**src/rtl/logic_gate_pkg.sv**
```systemverilog
// Purpose: shared definitions for the logic gate unit. Holds the operation
// select width and the encodings of the eight bitwise operations.
package logic_gate_pkg;

    localparam int unsigned OP_W = 3;

    typedef logic [OP_W-1:0] op_t;

    localparam op_t OP_AND  = 3'd0;
    localparam op_t OP_OR   = 3'd1;
    localparam op_t OP_XOR  = 3'd2;
    localparam op_t OP_NAND = 3'd3;
    localparam op_t OP_NOR  = 3'd4;
    localparam op_t OP_XNOR = 3'd5;
    localparam op_t OP_NOTA = 3'd6;
    localparam op_t OP_PASS = 3'd7;

endpackage

```
**src/rtl/logic_gate_core.sv**
```systemverilog
// Purpose: purely combinational bitwise operator.
// Ports:
//   x   - first operand (WIDTH)
//   y   - second operand (WIDTH)
//   op  - operation select (OP_AND .. OP_PASS)
//   r   - result (WIDTH)
module logic_gate_core
    import logic_gate_pkg::*;
#(
    parameter int unsigned WIDTH = 8
) (
    input  logic [WIDTH-1:0] x,
    input  logic [WIDTH-1:0] y,
    input  op_t              op,
    output logic [WIDTH-1:0] r
);

    // All eight codes are defined, so the default arm only serves OP_PASS.
    always_comb begin
        r = x;
        case (op)
            OP_AND:  r = x & y;
            OP_OR:   r = x | y;
            OP_XOR:  r = x ^ y;
            OP_NAND: r = ~(x & y);
            OP_NOR:  r = ~(x | y);
            OP_XNOR: r = ~(x ^ y);
            OP_NOTA: r = ~x;
            default: r = x;
        endcase
    end

endmodule

```
**src/rtl/logic_gate_unit.sv**
```systemverilog
// Purpose: valid/ready wrapper around logic_gate_core with a one-deep output
// register, an optional accumulator feeding back the previous result, and a
// saturating count of accepted beats.
// Ports:
//   clk, rst         - clock, synchronous active-high reset
//   in_valid/ready   - operand beat handshake (in_ready is combinational)
//   a, b, op, acc    - operands, operation select, use-accumulator select
//   out_valid/ready  - result handshake
//   c, zero, ones    - registered result and its all-zero / all-one flags
//   cnt              - saturating accepted-beat count
module logic_gate_unit
    import logic_gate_pkg::*;
#(
    parameter int unsigned WIDTH  = 8,
    parameter int unsigned CNT_W  = 16,
    parameter int unsigned ACC_EN = 1
) (
    input  logic             clk,
    input  logic             rst,
    input  logic             in_valid,
    output logic             in_ready,
    input  logic [WIDTH-1:0] a,
    input  logic [WIDTH-1:0] b,
    input  op_t              op,
    input  logic             acc,
    output logic             out_valid,
    input  logic             out_ready,
    output logic [WIDTH-1:0] c,
    output logic             zero,
    output logic             ones,
    output logic [CNT_W-1:0] cnt
);

    logic [WIDTH-1:0] acc_reg;
    logic [WIDTH-1:0] y;
    logic [WIDTH-1:0] r;
    logic             accept;

    // Output slot is free if empty or being drained this cycle.
    assign in_ready = !out_valid || out_ready;
    assign accept   = in_valid && in_ready;

    // Accumulator substitution only exists when the mode is built in.
    assign y = ((ACC_EN != 0) && acc) ? acc_reg : b;

    logic_gate_core #(
        .WIDTH (WIDTH)
    ) u_core (
        .x  (a),
        .y  (y),
        .op (op),
        .r  (r)
    );

    // Result register, flags, accumulator and counter.
    always_ff @(posedge clk) begin
        if (rst) begin
            out_valid <= 1'b0;
            c         <= '0;
            zero      <= 1'b1;
            ones      <= 1'b0;
            acc_reg   <= '0;
            cnt       <= '0;
        end else if (accept) begin
            out_valid <= 1'b1;
            c         <= r;
            zero      <= (r == '0);
            ones      <= (r == '1);
            acc_reg   <= r;
            if (cnt != '1) begin
                cnt <= cnt + CNT_W'(1);
            end
        end else if (out_ready) begin
            out_valid <= 1'b0;
        end
    end

endmodule

```
**config.mk**
```make
export PLATFORM = sky130hd
export DESIGN_NAME = logic_gate_unit
export DESIGN_NICKNAME = d
export VERILOG_FILES = /design/src/rtl/logic_gate_pkg.sv /design/src/rtl/logic_gate_core.sv /design/src/rtl/logic_gate_unit.sv
export SDC_FILE = /design/constraint.sdc
export NUM_CORES = 1
export LEC_CHECK = 0
export ABC_AREA = 1
export BUFFER_PORTS_ARGS = -buffer_cell sky130_fd_sc_hd__buf_2
export CAP_MARGIN = 15
export CORE_MARGIN = 8
export CORE_UTILIZATION = 61
export CTS_BUF_LIST = sky130_fd_sc_hd__clkbuf_2
export DETAILED_ROUTE_END_ITERATION = 10
export HOLD_SLACK_MARGIN = 0.15
export PLACE_DENSITY = 0.95
export SYNTH_ARGS = -nofsm -noshare
export SYNTH_HDL_FRONTEND = slang
export SYNTH_HIERARCHICAL = 1
export SYNTH_SLANG_ARGS = --single-unit
```
**constraint.sdc**
```tcl
create_clock -name clk -period 3.6 [get_ports clk]
set_clock_uncertainty 0.05 [all_clocks]
set_input_delay 0.36 -clock clk [delete_from_list [all_inputs] [get_ports clk]]
set_output_delay 0.36 -clock clk [all_outputs]
set_load 0.01 [all_outputs]
```
==> metrics.yaml <==
status: "finished, final reports clean"
path_delay_family: "simple AND/OR/NAND/NOR gates"
synth_top_family_by_area: "simple AND/OR/NAND/NOR gates"
irDropWorstVdd_v: 0.000149
gp_congestion: 0.840
num_vias: 2631
period_minus_slack_ns: 1.97
ys_seq_area_share_pct: 22.7
htreeDepth: 1
final_hold_viol_count: 0
worstSetupPathType: "reg -> reg"
die_y_um: 78.5
crit_path_start: "acc_reg[0]"
ctsHoldBuffers: 1
synth-xor-area-share_pct: 0
synth.top_cell.area_share_pct: 22.7
synth_fa_ha_area_share_pct: 8.92
synthTopCellsByCount: "nand2_1 (90), nor2_1 (72), inv_1 (47), nand3_1 (47), dfxtp_1 (27)"
ys_ff_latch: 27
fin_tns_setup_ns: 0
total_leakage_power_uw: 0.00133
synth_compound_gate_area_share_pct: 6.35
drive_above_1_share_pct: 18.6
wl_per_cell_um: 12.6
min_period_over_period_pct: 54.7
largest_reg_flops: 16
diodes: 0
gr-total-overflow: 0
start_util_pct: 64.1
synth_edf_count: 0
synth.area.top_cells: "dfxtp_1 (23%), nand2_1 (14%), nor2_1 (11%)"
end_kind: "register"
dpl-instance-area_um2: 2620
cts.reportedPaths.clkPinSlew_ns: 0.25
setup_viol_count_final: 0
cts_resized: 0
async_flop_share_pct: 0
grt_pass1_vias: 2527
max-cap-violations: 0
path_max_fanout: 3
worst-slew-pin-transition_ns: 0.626
crit_slowest_cell: "dfxtp_1"
whs_path_depth: 3
hp-start: "in_valid"
timing.hold.ws_ns: 0.198
reg2reg_from: "acc_reg[0]"
clock_path_buffers: 2
crit_buf_inv: 1
syn-instance-count: 387
start_kind: "register"
synth.most_common_cell: "nand2_1"
wirelength_um: 6030
root_buffer: "clkbuf_2"
yosys.area.top_type: "dfxtp_1"
hold_path_class: "in -> reg"
synth_mux_area_share_pct: 3.31
reg2regPathDepth: 10
crit_cells: 10
yosysWarningCount: 6
clock_sinks: 27
final_cell_area_um2: 2650
max-slew-margin-rel_pct: 58.2
nNetsFinal: 472
via_per_inst: 5.50
dieWidth_um: 78.5
synthDistinctLibCells: 23
syn_area_um2: 2380
grt_antenna_before_repair: 0
first_pass_iters: 6
fin_ws_ns: 1.63
yosys_most_used_dff: "dfxtp_1"
crit_path_max_incr_delay_ns: 0.39
cp.required_ns: 3.90
utilization_pct: 71.3
numCtsBuffers: 3
cts_tree: "done"
place.port_buffers: 51
postCtsSetupRepairBufs: 0
die_area_um2: 6160
clk_latency_ns: 0.37
synth_nets: 428
boundaryPins: 52
synth_simple_gate_area_share_pct: 47.6
p_per_area_nw_per_um2: 241
cp_data_arrival_time_ns: 2.27
first_iter_violations: 189
drcViolationCount: 0
gr-usage-all-layers_pct: 19.7
syn2layout_area_growth_pct: 11.2
grt_pass1_wl_um: 10500
grt_max_degree: 26
cp_cell_sequence: "mux2_2 > inv_1 > ha_1 > nand4_1 > nand2_1 > nor2_1 > nand3_1 > nor4_1 > nand3_1 > nand2_1"
rows: 22
ant_nets: 0
dp.final_hpwl_um: 4650
rsz0062_at_grt: "false"
avgSynthCellArea_um2: 6.16
maxSlewViolCount: 0
fmax_mhz: 508
place_ws_ns: 1.33
core_um2: 3720
-- cell families (layout without fill, tap and decap cells) --
group | count (synthesis) | after routing
DFF | 27 | 27
AOI/OAI and AO/OA | 28 | 28
and+or+nand+nor | 245 | 245
muxes | 7 | 7
buffers and inverters | 63 | 106
adders and majority gates | 17 | 17
-- cell usage in the layout, fill, tap and decap left out --
| cell type | count |
|---|---|
| nor2_2 | 1 |
| nor2_4 | 8 |
| nor2_8 | 1 |
| clkbuf_2 | 4 |
| mux2_2 | 7 |
| nor2_1 | 72 |
| a21oi_1 | 20 |
| inv_1 | 47 |
| dfxtp_1 | 27 |
| inv_2 | 3 |
| dlygate4sd3_1 | 1 |
| nor4_1 | 2 |
| nand2_1 | 90 |
| o21ai_0 | 7 |
| nand3_1 | 47 |
| nor3_1 | 2 |
| nand2_2 | 3 |
| a21oi_4 | 1 |
| ha_1 | 17 |
| nand4_4 | 1 |
| nand4_1 | 18 |
| buf_2 | 51 |
-- tightest hold or removal path: stages --
cell and delay (ns):
buf_2 0.12, inv_2 0.07, a21oi_1 0.06
-- power by group --
part	internal [uW]	switching (uW)
clock network	29.3	90.1
logic	72.4	125
registers	312	9.93
-- layer usage --
layer	routed length, um	global-route usage (%)	vias up
li1	-	-	1327
met1	2360	21.3	1164
met2	3020	35.0	121
met5	0	0	-
met3	489	4.44	19
met4	163	10.4	0
-- path summary, 6_finish.rpt --
kind | slack, ns | to
hold reg to reg | 0.47 | ones
hold / removal | 0.20 | out_valid
setup / recovery | 1.63 | zero
setup reg to reg | 1.63 | zero
-- layout make-up --
| cell class | count | area [um^2] |
|---|---|---|
| Multi-Input combinational cell | 297 | 1580 |
| Clock buffer | 4 | 20.0 |
| Inverter | 50 | 188 |
| Fill cell | 323 | 1060 |
| Tap cell | 48 | 60.1 |
| Timing Repair Buffer | 52 | 265 |
| Sequential cell | 27 | 541 |
-- through the flow --
step	total power [uW]	std cells
5_1_grt	683	478
6_report	639	478
4_1_cts	639	478
3_3_place_gp	516	473
3_5_place_dp	522	473
2_1_floorplan	466	387
No activity file was read; power rests on OpenSTA's default activity.
